==> src/rtl/debounce_multi.sv <==
// debounce_multi: N-channel debouncer (2-flop sync, stability FSM, edge pulses).
// Define DEBOUNCE_BOUNCE_CNT_EN to build per-channel saturating bounce counters.
module debounce_multi #(
  parameter int N_CH          = 4,
  parameter int STABLE_CYCLES = 1000000,
  parameter int CNT_W         = $clog2(STABLE_CYCLES)
) (
  input  logic                clk,
  input  logic                rst_n,
  input  logic [N_CH-1:0]     raw,
  input  logic                clr_cnt,
  output logic [N_CH-1:0]     clean,
  output logic [N_CH-1:0]     rise,
  output logic [N_CH-1:0]     fall,
  output logic [N_CH-1:0]     bounce,
  output logic [8*N_CH-1:0]   bounce_cnt
);

  typedef enum logic {
    STABLE   = 1'b0,
    SETTLING = 1'b1
  } state_t;

  localparam logic [CNT_W-1:0] LAST = CNT_W'(STABLE_CYCLES - 1);
  localparam logic [CNT_W-1:0] ONE  = CNT_W'(1);

  logic [N_CH-1:0] abort;

  for (genvar i = 0; i < N_CH; i++) begin : g_ch
    logic             sync1;
    logic             s;
    state_t           state;
    state_t           state_n;
    logic [CNT_W-1:0] cnt;
    logic [CNT_W-1:0] cnt_n;
    logic             clean_q;
    logic             clean_n;
    logic             rise_q;
    logic             rise_n;
    logic             fall_q;
    logic             fall_n;
    logic             abort_c;

    always_ff @(posedge clk or negedge rst_n) begin
      if (!rst_n) begin
        sync1   <= 1'b0;
        s       <= 1'b0;
        state   <= STABLE;
        cnt     <= '0;
        clean_q <= 1'b0;
        rise_q  <= 1'b0;
        fall_q  <= 1'b0;
      end else begin
        sync1   <= raw[i];
        s       <= sync1;
        state   <= state_n;
        cnt     <= cnt_n;
        clean_q <= clean_n;
        rise_q  <= rise_n;
        fall_q  <= fall_n;
      end
    end

    // A return to the committed level while settling is a bounce event.
    always_comb begin
      state_n = state;
      cnt_n   = cnt;
      clean_n = clean_q;
      rise_n  = 1'b0;
      fall_n  = 1'b0;
      abort_c = 1'b0;
      unique case (state)
        STABLE: begin
          if (s != clean_q) begin
            state_n = SETTLING;
            cnt_n   = ONE;
          end else begin
            cnt_n   = '0;
          end
        end
        SETTLING: begin
          unique case (1'b1)
            (s == clean_q): begin
              state_n = STABLE;
              cnt_n   = '0;
              abort_c = 1'b1;
            end
            (s != clean_q && cnt == LAST): begin
              state_n = STABLE;
              cnt_n   = '0;
              clean_n = s;
              rise_n  = s;
              fall_n  = ~s;
            end
            (s != clean_q && cnt != LAST): begin
              cnt_n   = cnt + ONE;
            end
          endcase
        end
      endcase
    end

    assign clean[i]  = clean_q;
    assign rise[i]   = rise_q;
    assign fall[i]   = fall_q;
    assign bounce[i] = (state == SETTLING);
    assign abort[i]  = abort_c;
  end

`ifdef DEBOUNCE_BOUNCE_CNT_EN
  for (genvar i = 0; i < N_CH; i++) begin : g_bcnt
    logic [7:0] bc;

    // Clear has priority over a same-cycle abort.
    always_ff @(posedge clk or negedge rst_n) begin
      if (!rst_n) begin
        bc <= '0;
      end else if (clr_cnt) begin
        bc <= '0;
      end else if (abort[i] && bc != 8'hFF) begin
        bc <= bc + 8'd1;
      end
    end

    assign bounce_cnt[8*i +: 8] = bc;
  end
`else
  logic unused_cfg;
  assign unused_cfg = ^{clr_cnt, abort};
  assign bounce_cnt = '0;
`endif

endmodule

==> config.mk <==
export PLATFORM = sky130hd
export DESIGN_NAME = debounce_multi
export DESIGN_NICKNAME = d
export VERILOG_FILES = /design/src/rtl/debounce_multi.sv
export SDC_FILE = /design/constraint.sdc
export NUM_CORES = 1
export LEC_CHECK = 0
export ABC_AREA = 1
export BUFFER_PORTS_ARGS = -buffer_cell sky130_fd_sc_hd__buf_4
export CORE_ASPECT_RATIO = 0.8
export CORE_MARGIN = 1.5
export CORE_UTILIZATION = 60
export DETAILED_ROUTE_END_ITERATION = 6
export GPL_TIMING_DRIVEN = 0
export PLACE_DENSITY = 0.81
export SETUP_SLACK_MARGIN = 0.2
export SYNTH_ARGS = -nofsm -noshare
export SYNTH_HDL_FRONTEND = slang
export SYNTH_SLANG_ARGS = --single-unit
==> constraint.sdc <==
create_clock -name clk -period 2.1 [get_ports clk]
set_input_delay 0.21 -clock clk [delete_from_list [all_inputs] [get_ports clk]]
set_output_delay 0.21 -clock clk [all_outputs]
set_load 0.05 [all_outputs]
# == Word-level counts from Yosys, hierarchy flattened ==
# Cells that the tools add are included.
# W data, S select, Z words.
# word_totals
regBits,104
inputBits,7
word_cells,112
out_inout_bits,48
# classes
n_mux,40
eq_ne,16
bitwise_logic,8
reduce_logical,16
addsub,4
# ops
operator,count
$pmux W20 S2,8
$add A20 B1 Y20 const B,4
$eq A20 B20 Y1 const B,4
$ne A20 B20 Y1 const B,4
$mux W1,28
$logic_and A1 B1 Y1,8
$not A1 Y1,8
$pmux W1 S2,4
$reduce_and A2 Y1,4
$reduce_or A2 Y1,4
$eq A1 B1 Y1,4
$ne A1 B1 Y1,4

# == Logic depth before layout (Yosys ltp) ==
# Gate-level depths: netlist (run 1).
# logic_depth
ltp_word,5
depth_mapped,10
mapped_depth_nobuf,10

# == Worst setup path after synthesis (run 1) ==
# Ideal clock, no wire load.
# synth_path
path_type,register to register
start,register g_ch[3].cnt[0]
end,register g_ch[3].cnt[17]
slack_ns,0.674
path_buffers,0
synth_period_minus_slack_ns,1.426
setup_ns,0.119
path_stages_with_launch,9
required_time_ns,1.981
arrival_ns,1.307
cell_sequence,dfrtp_1 > ha_1 > nand2_1 > nor3_2 > nand3_1 > nand2_2 > inv_1 > nand2_1 > nor2_1
# synth_via
elab_chain_len,5
elab_cells_between_ends,8
classes_between,add/sub: 1; eq/ne: 2; mux: 2; reduce/logical: 3
# synth_lines
element,line_no,source
start: declaration,34,logic [CNT_W-1:0] cnt;
start signal: assignment,57,cnt <= cnt_n;
branches (longest 3 deep; another with $add A20 B1 Y20),--,
$pmux W20 S2 *,82,unique case (1'b1)
$pmux W20 S2 *,72,unique case (state)
net g_ch[3].cnt_n[17],35,logic [CNT_W-1:0] cnt_n;
# Mark *: on every way through the listed nets, which the timed path passes.
# A chain may end at the register's enable or synchronous reset.

# == Worst setup path in the final report (run 1) ==
# layout_path
start,register g_ch[3].cnt[0]
end,register g_ch[3].cnt[16]
# The elaborated chain is that of the path after synthesis.

==> results by group, run 1 <==
Critical path
  • CP Class: reg -> reg
  • CP top delay family: simple AND/OR/NAND/NOR gates
  • Worst EP arrival: between 1.5 and 2 ns
  • Worst Path Required: between 2 and 2.5 ns
  • Crit path max fanout: 7
  • CP Buf/Inv Count: 1
  • CP max-delay cell: dfrtp_1
  • Startpoint Class: register
  • Cell breakdown of the critical path: ha_1, nand2_1, nor3_4, nand3_1, nand2_2, inv_1, nand2_1, nor2_1
  • Most used cell, CP: nand2_1
  • Max incr delay on CP: approximately 0.4 ns
  • Worst Setup End Kind: register

Detailed routing
  • Initial drt markers: ~340
  • DR DRC count: 7
  • Router iterations before antenna repair: 7
  • Drt wl/cell: between 10 and 15 um
  • Remaining antenna violation count after routing: 0
  • Vias/cell: around 5.0
  • Vias: 4,771
  • Final wirelength: approximately 11 mm

Pwr
  • Leak Pwr: between 3 and 4 nW
  • VDD IR max: between 0.5 and 0.6 mV
  • Power Density: just under 700 nW/um^2

Die
  • Full die area: ~10,000 sq um
  • Die Y: 90.6 um
  • I/O Pins: 55
  • Core area: ~9200 sq um
  • Initial core utilization: 0.627
  • Die Wd: 113 um
  • Rows: 31

Clock network
  • Clock-pin transition on the worst setup and hold timing paths: approximately 0.070 ns
  • Worst skew pair latency: 0.35 ns
  • CTS Sinks: ~100
  • CTS Buffer Depth: 2
  • CTS Buf Count: 9
  • Post CTS Setup Buffer Count: 0
  • H-tree lvl count: 3
  • CTS tree: built
  • CTS root buf: clkbuf_16

STA
  • Minimum clock period: approximately 1.7 ns
  • Actual slew at the worst max-slew pin: 0.905 ns
  • Final Hold Viols: between 60 and 70
  • Final worst path period share: 0.826
  • Total Neg Setup Slack: 0 ns
  • Worst Skew: around 0.0067 ns
  • WHS: -0.0264 ns
  • Max-slew violation count: 0
  • Worst setup margin: between 0.3 and 0.4 ns
  • Relative slew slack: 0.397
  • Max Freq: ~580 MHz
  • # setup viols final: 0
  • RSZ-0062 raised after global routing: false

Placement
  • Dpl cell area: 6180 sq um
  • Pre-CTS setup slack: around 0.37 ns
  • Detailed placement HPWL: around 8 mm
  • Port-buffer cells: 21
  • GP Congestion: 0.905

Synth
  • Register bit count reported by yosys: between 100 and 150
  • Top-area cell type share of the netlist area: 0.452
  • Syn Area/Cell: between 7 and 8 sq um
  • Post-synth EDFFs: 0
  • Synth cell types: 28
  • Synth Flop Type: dfrtp_1
  • Post-Synthesis Cell Area: about 5800 sq um
  • Ys Warns: 0
  • Top cells by area, synth: dfrtp_1, nor2_1, nand2_1
  • Register area share after synthesis: 0.452
  • Cell count after synthesis: roughly 760
  • Leading area contributor after synthesis: dfrtp_1
  • Async SR Flop Fraction: 1.00
  • Synth cell count leaders: nor2_1, nand2_1, dfrtp_1, inv_1, buf_4
  • Count leader, synth: nor2_1

Status
  • Violated checks: design-rule violations, negative hold slack
  • Outcome: complete, but fails checks

Final layout
  • Final #Nets: roughly 840
  • Antenna fix cells: 0
  • Final core occ: 0.715
  • Fraction of layout cells with a size suffix above 1: 0.143
  • Post-route design area: 6570 sq um
  • Syn-to-layout area delta: 14.1%

Flow run
  • Maxcap violations: 0

Min path
  • Worst hold path class: in -> async

Global routing
  • First-pass GRT wire length: about 20 mm
  • Vias in the first global route: ~4,500
  • Initial antenna violation count: 0
  • Total congestion overflow: 0
  • Pin count of the biggest net entering global routing: around 110
  • Gr usage total: 0.242
-- power breakdown --
| part | switching (W) | total (W) | internal [W] | leakage, nW |
|---|---|---|---|---|
| registers | 0.0000294 | 0.00207 | 0.00204 | 1.42 |
| logic | 0.000338 | 0.000477 | 0.000138 | 1.58 |
| clock network | 0.000756 | 0.00192 | 0.00117 | 0.170 |
-- kinds of logic after synthesis --
logic type / Yosys count / synth area share
AND/OR/NAND/NOR: 454 / 0.336
buffers and inverters: 144 / 0.132
flip-flops: 104 / 0.452
XOR/XNOR: 35 / 0.0532
adder cells (fa/ha/maj): 4 / 0.00869
other: 1 / 0.000651
AO/OA/AOI/OAI: 19 / 0.0178
-- worst reg2reg max path: stages (launching register included) --
cell and delay [ns]:
dfrtp_1 0.40, ha_1 0.18, nand2_1 0.15, nor3_4 0.27, nand3_1 0.13, nand2_2 0.17, inv_1 0.18, nand2_1 0.11
nor2_1 0.04
-- what timing repair did --
action	CTS	global route
endpoints found under the setup margin	0	3
gates resized for setup	0	1
hold buffers	4	0
endpoints found under the hold margin	4	0
-- flip-flops by register name, indices dropped and copies added, names as in the netlist --
| signal | count |
|---|---|
| g_ch.sync1 | 4 |
| g_ch.state | 4 |
| g_ch.cnt | 80 |
| g_ch.clean_q | 4 |
| g_ch.fall_q | 4 |
| g_ch.s | 4 |
| g_ch.rise_q | 4 |
-- per-layer routing --
metal,GRT usage,wire length [um],up-vias
met5,0,0,-
met4,0.0707,130,0
met1,0.318,5070,2212
li1,-,-,2388
met2,0.396,5390,156
met3,0.0664,766,15
-- area by class of cell --
class                           count  area, sq um
Sequential cell                   104         2600
Multi-Input combinational cell    544         2520
Buffer                             52          414
Inverter                           92          345
Timing Repair Buffer               25          201
Fill cell                         712         2620
Clock inverter                      7          118
Clock buffer                        9          225
Tap cell                          115          144
-- per-stage QoR --
step / power (W) / instances
after floorplan: 0.00247 / 792
after global placement: 0.00257 / 928
after detailed placement: 0.00258 / 928
after CTS: 0.00451 / 948
after global routing: 0.00463 / 948
final: 0.00447 / 948
-- cell usage in the layout (no fill, tap or decap), types with 4 or more instances in the layout --
cell type,synthesis,routed
nand3_1,45,45
dfrtp_1,104,104
conb_1,1,32
buf_4,48,68
nand4_1,18,18
nand2_2,4,4
o21ai_0,6,6
inv_1,88,88
ha_1,4,4
clkbuf_16,0,9
buf_6,3,4
dlygate4sd3_1,0,4
xnor2_1,8,8
nor2_2,15,15
nor3_1,16,16
xor2_1,27,27
inv_2,4,4
a21oi_1,10,10
nand2_1,172,172
nor2_1,176,176
-- worst paths after layout --
path | from | end | slack (ns) | cells past startpoint
hold reg to reg | g_ch[0].sync1 | g_ch[0].s | 0.35 | 0
min in group clk | g_ch[0].sync1 | g_ch[0].s | 0.35 | 0
setup reg to reg | g_ch[3].cnt[0] | g_ch[3].cnt[16] | 0.37 | 8
max in group asynchronous | rst_n | g_ch[0].cnt[6] | 1.54 | 1
setup / recovery | g_ch[3].cnt[0] | g_ch[3].cnt[16] | 0.37 | 8
hold / removal | rst_n | g_ch[3].cnt[16] | -0.03 | 1
Power figures use the tool's default switching activity.
==> run 2, diff against run 1 <==
CORE_UTILIZATION = 54   (was 60)
PLACE_DENSITY = 0.77   (was 0.81)
clock period = 1.55 ns   (was 2.1 ns; I/O delays follow)
==> run 2 against run 1 <==
  * The run ends with negative hold slack left
  * Sequential cell count is the same
  * Global-route usage decreased by 1.1 points
  * Core utilization is 3.0 points higher
  * Maximum frequency grew 15%
  * Critical path depth is 1 lower
  * Non-clock buffer count rose by 55
  * Setup slack got worse by 0.32 ns
  * Combinational power up 90%
==> results by group, run 2 (synthesis results as in run 1) <==
Final layout
  • Largest register FFs: 80 (unchanged)
  • Antenna fix cells: 0 (unchanged)
  • Commonest cells after routing, fill and taps aside: nand2_1, nor2_1, buf_4
  • Biggest register: g_ch.cnt
  • Post-route design area: 7690 sq um (+17%)
  • Final #Nets: 894 (+6.6%)
  • Fraction of layout cells with a size suffix above 1: 0.367 (+0.224)
  • Syn-to-layout area delta: 33.6%
  • Commonest non-fill, non-tap cell in the layout: nand2_1

Placement
  • Dpl cell area: 6240 sq um (+0.97%)
  • Pre-CTS setup slack: -0.0654 ns (-0.431 ns)
  • GP Congestion: 0.883 (-2.4%)
  • Port-buffer cells: 21 (unchanged)
  • Detailed placement HPWL: 8.15 mm (+2.3%)

Die
  • Core area: 10,300 sq um (+12%)
  • I/O Pins: 55 (unchanged)
  • Die Y: 95.4 um (+5.2%)
  • Initial core utilization: 0.558 (-0.0686)
  • Full die area: 11,300 sq um (+11%)
  • Rows: 33 (+6.5%)
  • Die Wd: 118 um (+5.3%)

STA
  • Final Hold Viols: 104 (+51%)
  • Max-slew violation count: 0 (unchanged)
  • Final worst path period share: 0.972 (+0.147)
  • Actual slew at the worst max-slew pin: 0.927 ns (+0.0219 ns)
  • Total Neg Setup Slack: 0 ns (unchanged)
  • # setup viols final: 0 (unchanged)
  • Max Freq: 663 MHz (+15%)
  • RSZ-0062 raised after global routing: true
  • Worst setup margin: 0.0427 ns (-0.323 ns)
  • WHS: -0.0721 ns (-0.0457 ns)
  • Relative slew slack: 0.382 (-0.0146)
  • Worst Skew: 0.00510 ns (-0.00160 ns)
  • Minimum clock period: 1.51 ns (-0.227 ns)

Pwr
  • VDD IR max: 0.695 mV (+38%)
  • Power Density: 765 nW/um^2 (+12%)
  • Leak Pwr: 3.56 nW (+12%)

Detailed routing
  • DR DRC count: 0 (-7)
  • Met1 wire length: 6.00 mm (+18%)
  • Router iterations before antenna repair: 5 (-2)
  • Vias: 5,275 (+11%)
  • Routed wl met2: 7.55 mm (+40%)
  • Remaining antenna violation count after routing: 0 (unchanged)
  • Initial drt markers: 334 (-2.3%)
  • Final wirelength: 14.7 mm (+30%)
  • Met3 wire len: 840 um (+9.7%)
  • Vias/cell: 5.15 (+2.4%)
  • Max layer used: met4
  • Drt wl/cell: 14.4 um (+20%)

Critical path
  • Worst Path Required: 1.79 ns (-0.55 ns)
  • WP depth: 7 (-1)
  • CP Class: reg -> reg
  • CP max-delay cell: dfrtp_2
  • Worst reg2reg path depth: 7 (-1)
  • Startpoint Class: register
  • Cell breakdown of the critical path: nor2_1, nand2_1, nor2_1, nand3_2, nand2_4, buf_8, nand2_2
  • CP top delay family: simple AND/OR/NAND/NOR gates
  • Most used cell, CP: nor2_1
  • CP Buf/Inv Count: 1 (unchanged)
  • Worst EP arrival: 1.74 ns (-0.24 ns)
  • Worst reg2reg endpoint: g_ch[3].state
  • Reg2Reg Launch Point: g_ch[3].cnt[10]
  • Max incr delay on CP: 0.46 ns (+0.06 ns)
  • Worst Setup End Kind: register
  • Worst reg-to-reg setup slack: 0.04 ns (-0.32 ns)
  • Crit path max fanout: 6 (-1)

Flow run
  • Maxcap violations: 0 (unchanged)

Clock network
  • CTS tree: built
  • CTS Sinks: 104 (unchanged)
  • Worst skew pair latency: 0.35 ns (about the same)
  • CTS root buf: clkbuf_16
  • H-tree lvl count: 3 (unchanged)
  • CTS Buffer Depth: 2 (unchanged)
  • Clock-pin transition on the worst setup and hold timing paths: 0.06 ns (about the same)
  • CTS Buf Count: 9 (unchanged)

Global routing
  • Total congestion overflow: 0 (unchanged)
  • Initial antenna violation count: 0 (unchanged)
  • Gr usage total: 0.232 (-0.0107)
  • First-pass GRT wire length: 20.8 mm (+4.5%)
  • Vias in the first global route: 4,736 (+5.4%)
  • Pin count of the biggest net entering global routing: 105 (unchanged)

Min path
  • Worst hold path class: in -> async

Status
  • Violated checks: negative hold slack
  • Outcome: complete, but fails checks
run 2: cell count changes in the layout (fill, tap and decap cells not counted), sizes merged:
cell	before	now
inv	93	92
buf	73	127
clkinv	3	1
clkbuf	9	11
bufinv	3	1
run 2: worst max-delay path by stage:
stage | startpoint | end | slack, ns
floorplan | g_ch[3].cnt[0] | g_ch[3].state | 0.16
global placement | g_ch[3].cnt[0] | g_ch[3].state | -0.03
detailed placement | g_ch[3].cnt[0] | g_ch[3].state | -0.07
CTS | g_ch[1].cnt[0] | g_ch[1].cnt[11] | 0.09
global route | g_ch[2].cnt[13] | g_ch[2].cnt[4] | -0.03
finish | g_ch[3].cnt[10] | g_ch[3].state | 0.04
run 2: power breakdown:
part | internal (W) | switching (W)
combinational | 0.000319 | 0.000585
clock | 0.00121 | 0.000954
sequential | 0.00277 | 0.0000448
total | 0.00430 | 0.00158
run 2: cell type report:
cell class | instances | area [sq um]
plain buffers | 52 | 425
clock buffers | 10 | 229
clock inverters | 2 | 35.0
fillers | 706 | 2630
inverters | 92 | 365
multi-input cells | 544 | 3160
flip-flops and latches | 104 | 2620
well taps | 140 | 175
repair buffers | 80 | 688
run 2: worst register-to-register path: cells and delay by family, from the launching register on:
kind / cells / cell delay, ns
and+or+nand+nor: 6 / 0.76
buffers and inverters: 1 / 0.18
DFF: 1 / 0.46
run 2: through the flow:
stage | hold WS [ns] | util | total power, W | cells
2_1_floorplan | -0.141 | - | 0.00335 | 792
3_3_place_gp | 0.265 | 0.604 | 0.00348 | 953
3_5_place_dp | 0.266 | 0.604 | 0.00349 | 953
4_1_cts | 0.163 | 0.677 | 0.00575 | 994
5_1_grt | 0.0234 | 0.745 | 0.00606 | 1024
6_report | -0.0721 | 0.745 | 0.00589 | 1024
run 2: repair_timing:
item                       CTS  global route
gates cloned                 2             2
buffers inserted            23            28
hold buffers                 4             0
setup endpoints to repair   85            95
pin swaps                   27            30
hold endpoints to repair     4             0
resized for setup           80           142
run 2: metal layers:
metal	track usage	up-vias
met2	0.413	176
met3	0.0556	35
met4	0.0763	0
met1	0.281	2557
li1	-	2507
met5	0	-
==> run 3, diff against run 2 <==
CORE_UTILIZATION = 50   (was 54)
PLACE_DENSITY = 0.72   (was 0.77)
==> run 3 against run 2 <==
  * The flow finishes with violations (negative setup slack)
  * Final cell count increased by 1.1%
  * Via count rose by 0.25%
  * Routed wire length up 2.4%
  * Count of clock-buffer cells in the layout is 1 lower
  * Setup slack got worse by 0.072 ns
  * Register-to-register slack lost 0.07 ns
  * Sequential power is essentially flat
  * Combinational power is 12% higher
  * Power rose by 5.4%
  * Sequential share of layout area fell by 1.4 points
  * Largest cell class unchanged
  * Largest power group unchanged
  * Highest routed layer unchanged
==> results by group, run 3 (synthesis results as in run 1) <==
Status
  • Outcome: complete, but fails checks
  • Violated checks: negative setup slack

STA
  • Final Hold Viols: 0 (-100%)
  • # setup viols final: 2 (+2)
  • Worst Skew: 0.00669 ns (+0.00159 ns)
  • Minimum clock period: 1.58 ns (+0.0724 ns)
  • Worst setup margin: -0.0297 ns (-0.0724 ns)
  • Max-slew violation count: 0 (unchanged)
  • RSZ-0062 raised after global routing: true
  • Max Freq: 633 MHz (-4.6%)
  • Final worst path period share: 1.02 (+0.0467)
  • Total Neg Setup Slack: -0.0512 ns (-0.0512 ns)

Critical path
  • Worst reg2reg path depth: 8 (+1)
  • Cell breakdown of the critical path: buf_4, nand2_1, nor2_1, nand3_1, nor2_2, nand2_1, nand2_4, nor2_2
  • Worst Path Required: 1.79 ns (about the same)
  • Startpoint Class: register
  • Worst Setup End Kind: register
  • Worst reg2reg endpoint: g_ch[0].cnt[17]
  • Crit path from: g_ch[0].cnt[14]
  • CP max-delay cell: dfrtp_1
  • Worst EP arrival: 1.82 ns (+0.08 ns)
  • Max incr delay on CP: 0.39 ns (-0.07 ns)
  • Worst reg-to-reg setup slack: -0.03 ns (-0.07 ns)
  • Crit path max fanout: 4 (-2)
  • CP Class: reg -> reg
  • Reg2Reg Launch Point: g_ch[0].cnt[14]
  • CP endpoint: g_ch[0].cnt[17]

Clock network
  • CTS root buf: clkbuf_16
  • CTS tree: built
  • Clock-pin transition on the worst setup and hold timing paths: 0.07 ns (about the same)
  • CTS Buf Count: 9 (unchanged)
  • H-tree lvl count: 3 (unchanged)
  • CTS Sinks: 104 (unchanged)
  • Worst skew pair latency: 0.35 ns (about the same)
  • CTS Buffer Depth: 2 (unchanged)

Global routing
  • Vias in the first global route: 4,768 (+0.68%)
  • Total congestion overflow: 0 (unchanged)
  • First-pass GRT wire length: 21.5 mm (+3.4%)
  • Pin count of the biggest net entering global routing: 105 (unchanged)
  • Gr usage total: 0.220 (-0.0115)
  • Initial antenna violation count: 0 (unchanged)

Placement
  • Port-buffer cells: 21 (unchanged)
  • Placed Cells: 957 (+0.42%)
  • Dpl cell area: 6240 sq um (about the same)
  • GP Congestion: 0.913 (+3.3%)
  • Detailed placement HPWL: 7.88 mm (-3.3%)

Detailed routing
  • Final wirelength: 15.1 mm (+2.4%)
  • Remaining antenna violation count after routing: 0 (unchanged)
  • Vias/cell: 5.11 (-0.82%)
  • Drt wl/cell: 14.6 um (+1.3%)
  • Router iterations before antenna repair: 5 (unchanged)
  • Vias: 5,288 (+0.25%)
  • DR DRC count: 0 (unchanged)
  • Initial drt markers: 392 (+17%)

Die
  • Die Y: 99.0 um (+3.8%)
  • Core area: 11,100 sq um (+7.2%)
  • Rows: 34 (+3.0%)
  • Die Wd: 123 um (+3.8%)
  • Full die area: 12,200 sq um (+7.8%)
  • Initial core utilization: 0.521 (-0.0372)
  • I/O Pins: 55 (unchanged)

Final layout
  • Largest register FFs: 80 (unchanged)
  • Final core occ: 0.725 (-0.0199)
  • Commonest non-fill, non-tap cell in the layout: nand2_1
  • Fraction of layout cells with a size suffix above 1: 0.377 (+0.0106)
  • Biggest register: g_ch.cnt
  • Layout fillers: 787 (+11%)
  • Post-route design area: 8020 sq um (+4.3%)
  • Syn-to-layout area delta: 39.3%
  • Register Area: 2620 sq um (about the same)
  • Multi-input logic area: 3300 sq um (+4.4%)
  • Commonest cells after routing, fill and taps aside: nand2_1, nor2_1, buf_4
  • Final #Nets: 897 (+0.34%)
  • Layout Cells excl Fill: 1,035 (+1.1%)
  • Antenna fix cells: 0 (unchanged)

Min path
  • Worst hold path class: in -> async

Flow run
  • Maxcap violations: 0 (unchanged)

Pwr
  • Power Density: 773 nW/um^2 (+1.0%)
  • VDD IR max: 0.633 mV (-8.9%)
  • Pwr Total: 0.00620 W (+5.4%)
  • Leak Pwr: 3.60 nW (+1.1%)
run 3: cell types whose count changed in the layout (fill, tap and decap cells not counted), sizes merged:
cell / delta
buf: +1
clkinvlp: +1
dlygate4sd3: +1
inv: +4
run 3: worst min path at each step:
stage                            endpoint  depth (start not counted)    from  slack [ns]
after detailed placement    g_ch[0].sync1                          1  raw[0]        0.27
final                      g_ch[3].cnt[7]                          2   rst_n        0.25
after floorplan           g_ch[0].clean_q                          0   rst_n       -0.14
after global routing       g_ch[3].cnt[8]                          2   rst_n        0.28
after CTS                 g_ch[2].cnt[13]                          1   rst_n        0.15
after global placement      g_ch[2].sync1                          1  raw[2]        0.26
run 3: through the flow:
step	hold slack [ns]	setup WS (ns)
2_1_floorplan	-0.141	0.161
6_report	0.247	-0.0297
3_5_place_dp	0.265	-0.0702
4_1_cts	0.155	0.0965
5_1_grt	0.278	-0.0407
3_3_place_gp	0.265	-0.0329
run 3: per-layer routing:
layer / GRT usage / vias to the layer above / part of all wire
met5: 0 / - / 0
met4: 0.0707 / 0 / 0.029
met3: 0.0422 / 56 / 0.058
met2: 0.351 / 197 / 0.50
met1: 0.303 / 2512 / 0.41
li1: - / 2523 / -
run 3: where the power goes:
part	switching, W	total [W]	internal [W]
sequential	0.0000533	0.00282	0.00277
combinational	0.000615	0.00101	0.000396
clock	0.00110	0.00237	0.00128
total	0.00177	0.00620	0.00444
run 3: cell type report:
class	count	share of cell area
Tap cell	144	0.0225
Clock inverter	7	0.00967
Sequential cell	104	0.326
Timing Repair Buffer	83	0.103
Clock buffer	9	0.0281
Inverter	92	0.0458
Buffer	52	0.0543
Multi-Input combinational cell	544	0.411
run 3: what timing repair did:
| item | in CTS | in global routing |
|---|---|---|
| setup buffers | 25 | 27 |
| resized for setup | 89 | 156 |
| endpoints found under the setup margin | 84 | 93 |
| pin swaps | 22 | 46 |
| hold buffers | 4 | 1 |
| cloned | 2 | 2 |
| endpoints found under the hold margin | 4 | 30 |
run 3: critical path, delay by kind of cell (launching register included):
kind	cells	cell delay (ns)
simple gates	7	0.94
flops	1	0.39
buf+inv	1	0.14
